**config.mk**
```make
export PLATFORM = sky130hd
export DESIGN_NAME = mem_port_arbiter
export DESIGN_NICKNAME = d
export VERILOG_FILES = /design/src/rtl/mem_port_arbiter.sv
export SDC_FILE = /design/constraint.sdc
export NUM_CORES = 1
export LEC_CHECK = 0
export BUFFER_PORTS_ARGS = -buffer_cell sky130_fd_sc_hd__clkbuf_2
export CAP_MARGIN = 20
export CORE_AREA = 2 2 292 294
export DETAILED_ROUTE_END_ITERATION = 7
export DIE_AREA = 0 0 294 296
export GPL_ROUTABILITY_DRIVEN = 0
export SYNTH_ARGS = -nofsm -noshare
export SYNTH_HDL_FRONTEND = slang
export SYNTH_SLANG_ARGS = --single-unit
export TNS_END_PERCENT = 10
```
**constraint.sdc**
```tcl
create_clock -name usr_clk -period 4.75 [get_ports usr_clk]
set_clock_uncertainty 0.1 [all_clocks]
set_input_delay 0.2375 -clock usr_clk [delete_from_list [all_inputs] [get_ports usr_clk]]
set_output_delay 0.2375 -clock usr_clk [all_outputs]
set_load 0.05 [all_outputs]
```
**src/rtl/mem_port_arbiter.sv**
```systemverilog
// Round-robin arbiter sharing one single-port byte-enable memory among NREQ requesters, with burst lock.
// Grant is same-cycle combinational; read responses return WS cycles after grant, no backpressure on responses.
module mem_port_arbiter #(
    parameter int NREQ    = 2,
    parameter int AW      = 16,
    parameter int N       = 16,
    parameter int WS      = 2,
    parameter int MAXLOCK = 16
) (
    input  logic                        usr_clk,
    input  logic                        usr_reset,
    input  logic [NREQ-1:0]             req_valid,
    input  logic [NREQ-1:0]             req_lock,
    input  logic [NREQ-1:0]             req_we,
    input  logic [NREQ*AW-1:0]          req_addr,
    input  logic [NREQ*8*N-1:0]         req_wdata,
    input  logic [NREQ*N-1:0]           req_wstrb,
    output logic [NREQ-1:0]             req_ready,
    output logic [NREQ-1:0]             rsp_valid,
    output logic [8*N-1:0]              rsp_rdata,
    output logic                        mem_we,
    output logic [AW-$clog2(N)-1:0]     mem_addr,
    output logic [N-1:0]                mem_be,
    output logic [8*N-1:0]              mem_wdata,
    input  logic [8*N-1:0]              mem_q
);
    localparam int DW      = 8 * N;
    localparam int MEM_LSB = $clog2(N);
    localparam int IDW     = (NREQ > 1) ? $clog2(NREQ) : 1;
    localparam int CW      = $clog2(MAXLOCK + 1);

    logic [IDW-1:0]     r_ptr;
    logic               r_lock_vld;
    logic [IDW-1:0]     r_lock_own;
    logic [CW-1:0]      r_lock_cnt;
    logic [AW-MEM_LSB-1:0] r_addr_sh;
    logic [DW-1:0]      r_wdata_sh;

    logic               w_lock_hit;
    logic               w_found;
    logic               w_gnt;
    logic [IDW-1:0]     w_win;
    logic [IDW:0]       w_sum;
    logic [IDW-1:0]     w_idx;
    logic [AW-1:0]      w_addr;
    logic [DW-1:0]      w_wdata;
    logic [N-1:0]       w_strb;
    logic               w_we;
    logic [CW-1:0]      w_cnt;
    logic               w_cont;
    logic [IDW-1:0]     w_ptr_nxt;
    logic               w_unused;

    // A live lock owner pre-empts the round-robin search entirely.
    always_comb begin
        w_lock_hit = r_lock_vld & req_valid[r_lock_own];
        w_found    = 1'b0;
        w_win      = r_lock_own;
        w_sum      = '0;
        w_idx      = '0;
        if (w_lock_hit) begin
            w_found = 1'b1;
        end else begin
            for (int k = 0; k < NREQ; k++) begin
                w_sum = {1'b0, r_ptr} + (IDW+1)'(k);
                if (w_sum >= (IDW+1)'(NREQ)) begin
                    w_sum = w_sum - (IDW+1)'(NREQ);
                end
                w_idx = w_sum[IDW-1:0];
                if (!w_found && req_valid[w_idx]) begin
                    w_found = 1'b1;
                    w_win   = w_idx;
                end
            end
        end
    end

    assign w_gnt     = w_found & ~usr_reset;
    assign w_addr    = req_addr[int'(w_win)*AW +: AW];
    assign w_wdata   = req_wdata[int'(w_win)*DW +: DW];
    assign w_strb    = req_wstrb[int'(w_win)*N +: N];
    assign w_we      = req_we[w_win];
    assign w_cnt     = w_lock_hit ? r_lock_cnt : '0;
    assign w_cont    = req_lock[w_win] && (w_cnt < CW'(MAXLOCK - 1));
    assign w_ptr_nxt = (w_win == IDW'(NREQ - 1)) ? '0 : w_win + 1'b1;
    assign w_unused  = ^w_addr[MEM_LSB-1:0];

    always_ff @(posedge usr_clk) begin
        if (usr_reset) begin
            r_ptr      <= '0;
            r_lock_vld <= 1'b0;
            r_lock_own <= '0;
            r_lock_cnt <= '0;
        end else if (w_gnt) begin
            if (w_cont) begin
                r_lock_vld <= 1'b1;
                r_lock_own <= w_win;
                r_lock_cnt <= w_cnt + 1'b1;
            end else begin
                r_lock_vld <= 1'b0;
                r_lock_cnt <= '0;
                r_ptr      <= w_ptr_nxt;
            end
        end else begin
            r_lock_vld <= 1'b0;
            r_lock_cnt <= '0;
        end
    end

    // Address/data shadow keeps the memory bus quiet while idle.
    always_ff @(posedge usr_clk) begin
        if (w_gnt) begin
            r_addr_sh  <= w_addr[AW-1:MEM_LSB];
            r_wdata_sh <= w_wdata;
        end
    end

    always_comb begin
        req_ready = '0;
        if (w_gnt) begin
            req_ready[w_win] = 1'b1;
        end
        mem_we    = w_gnt & w_we;
        mem_be    = (w_gnt && w_we) ? w_strb : '0;
        mem_addr  = w_gnt ? w_addr[AW-1:MEM_LSB] : r_addr_sh;
        mem_wdata = w_gnt ? w_wdata : r_wdata_sh;
    end

    assign rsp_rdata = mem_q;

    generate
        if (WS == 0) begin : g_ws0
            always_comb begin
                rsp_valid = '0;
                if (w_gnt && !w_we) begin
                    rsp_valid[w_win] = 1'b1;
                end
            end
        end else begin : g_pipe
            logic [WS-1:0]  r_tag_vld;
            logic [IDW-1:0] r_tag_id [WS];

            always_ff @(posedge usr_clk) begin
                if (usr_reset) begin
                    r_tag_vld <= '0;
                end else begin
                    r_tag_vld[0] <= w_gnt & ~w_we;
                    for (int i = 1; i < WS; i++) begin
                        r_tag_vld[i] <= r_tag_vld[i-1];
                    end
                end
                r_tag_id[0] <= w_win;
                for (int i = 1; i < WS; i++) begin
                    r_tag_id[i] <= r_tag_id[i-1];
                end
            end

            // Gating on reset drops reads already in flight when reset arrives.
            always_comb begin
                rsp_valid = '0;
                if (r_tag_vld[WS-1] && !usr_reset) begin
                    rsp_valid[r_tag_id[WS-1]] = 1'b1;
                end
            end
        end
    endgenerate
endmodule
```
==> out/results.ini <==
[status]
outcome=finished clean

[yosys]
async_flop_share_pct=0
syn_avg_cell_area_um2=8.72
synth_area_leader_cell=dfxtp_1
synth_top_family_by_area=multiplexers
yosys_warnings=0
ys_ff_latch=152
synth_cell_types=28
synthAdderAreaFrac_pct=0.169
synthXorXnorAreaFrac_pct=0.355
synth_compound_area_share_pct=11.5
seq_area_frac_synth_pct=41.1
yosys-top-cells-area=dfxtp_1 41%, mux2i_1 19%, buf_4 14%, o21ai_0 9.5%, nand2_1 8.9%
synth_mux_area_share_pct=19.5
synthesis.area_um2=7400
synth_edf_count=0
synth_ff_type=dfxtp_1
synthTopCellsByCount=176 x nand2_1, 152 x dfxtp_1, 144 x mux2i_1
yosysMostFrequentCell=nand2_1
yosys.area_share.simple_pct=10.7
synth_cells=849
synth.net_count=1306
synth.top_cell.area_share_pct=41.1

[power]
leakage_nw=6.53
power.density_nw_per_um2=342
ir_drop_mv=0.282
p_total_mw=4.55

[route]
vias_per_cell=3.12
ant_nets=0
via_count=7932
drtPass1Iterations=6
drt_iter0_drc=189
routed_wl_um=30000
wl_per_cell_um=11.8
drc=0

[floorplan]
die-area_um2=87000
core_um2=84200
ioPinCount=745
chipWidth_um=294
start_util_pct=8.79
rows=107
die_h_um=296

[global_routing]
grt_pass1_wl_um=42300
grt-ovfl-total=0
antenna_found_initial=1
grt_max_degree=131
grt_usage_pct=6.65
grt_pass1_vias=7816

[clock_network]
clock_path_buffers=2
cts_sinks=152
clock_latency_ns=0.48
cts_resized=0
clockRootBuffer=clkbuf_16
path_clk_slew_ns=0.07
h-tree-depth=4
cts_tree=built
numCtsBuffers=17

[worst_setup_path]
reg2reg_depth=7
timing.rr.start=r_lock_vld
r2r_slack_ns=1.64
crit_fanout=70
critPathRequiredTime_ns=4.41
end_kind=output pin
worstSetupPathType=reg -> out
cp-start-kind=flop
r2r_end=r_wdata_sh[83]
worstPathArrival_ns=3.69

[timing]
post-route-min-period_ns=4.03
finalSetupViolCount=0
finalMaxSlewViolations=0
post-route-period-util_pct=84.8
rsz0062_at_grt=no
slew_headroom_pct=53.4
setup_tns_ns=0
fmax_mhz=248
worst_slew_pin_slew_ns=0.700
hold_viol_final=0

[job]
drv_cap=0

[layout]
final_net_count=1899
drive_above_1_share_pct=35.8
diodes=0
areaGrowthSynthToFinish_pct=79.9

[placed_design]
portBuffers=480
dp_hpwl_um=20500

[hold_path]
min_path_type=in -> reg
hold_path_end=r_wdata_sh[112]
worstHoldStart=req_wdata[112]
hold_depth=3

layout make-up:
type	count	area, um^2
fill	9365	70900
timing repair buffer	754	5180
clock inverter	15	136
sequential	152	3040
inverter	4	15.0
tap	1090	1360
multi-input combinational	513	3150
clock buffer	17	425
logic make-up (layout without fill, tap and decap cells):
logic type,after synthesis,after routing
AOI/OAI and AO/OA,166,166
and+or+nand+nor,199,199
xor gates and xnor gates,3,3
DFF,152,152
muxes,144,144
adders and majority gates,1,1
buffers and inverters,184,790
worst max path at each step:
stage,startpoint,endpoint,slack [ns],cells after the start
after global routing,r_lock_vld,mem_wdata[86],0.54,8
after CTS,r_lock_vld,mem_wdata[90],0.69,8
after floorplan,r_lock_vld,r_wdata_sh[100],2.06,7
after global placement,r_lock_vld,mem_wdata[90],1.91,7
final,r_lock_vld,mem_wdata[89],0.72,8
after detailed placement,r_lock_vld,mem_wdata[90],1.87,7
worst max-delay path: stages (launching register included):
cell and delay, ns:
dfxtp_1 0.36, o21ai_0 0.33, o2bb2ai_4 0.25, buf_12 0.32, buf_4 0.40, mux2i_1 0.12, dlygate4sd3_1 0.56, o21ai_0 0.26
clkbuf_2 0.34
repair_timing:
item,in CTS,in global routing
setup buffers,0,0
hold buffers,267,0
endpoints found under the hold margin,139,0
state kept, by name, summed over array words and instances, names as in the netlist:
name,flops
r_lock_cnt,5
r_addr_sh,12
r_ptr,1
r_lock_vld,1
g_pipe.r_tag_id,2
r_lock_own,1
g_pipe.r_tag_vld,2
r_wdata_sh,128
layer usage:
layer	vias up	part of all wire, %	track usage, %	wire length, um
li1	3913	-	-	-
met5	-	0.043	0	13
met3	92	11	3.23	3170
met2	457	50	11.9	15000
met1	3468	32	5.23	9690
met4	2	7.3	6.25	2180
power breakdown:
group	internal, mW	total (mW)	switching, mW
clock	0.685	1.35	0.662
sequential	1.46	1.51	0.0475
combinational	0.584	1.70	1.11
total	2.73	4.55	1.82
placed cells by master (no fill, tap or decap), drive strengths merged:
cell and n:
mux2i 144, inv 10, a21oi 19, clkinv 6, xor2 3, and3b 1
nor2 4, dfxtp 152, clkinvlp 3, and2 2, a21boi 1, or2 1
clkbuf 497, o2bb2ai 1, nand2 176, o21ai 141, nand3 2, dlygate4sd3 267
o21bai 2, nor2b 4, ha 1, nor3 3, nand2b 3, a211o 1
nor3b 3, a41oi 1, buf 7
stage by stage:
step	worst slack (ns)	instance area [um^2]	hold slack [ns]	utilization, %	cells
detailed placement	1.87	10100	0.215	12.0	2246
CTS	0.690	13300	0.0135	15.8	2545
finish	0.721	13300	0.0626	15.8	2545
floorplan	2.06	7400	0.207	-	849
global route	0.542	13300	0.0627	15.8	2545
global placement	1.91	10100	0.211	12.0	2246
(Power assumes the default switching activity.)
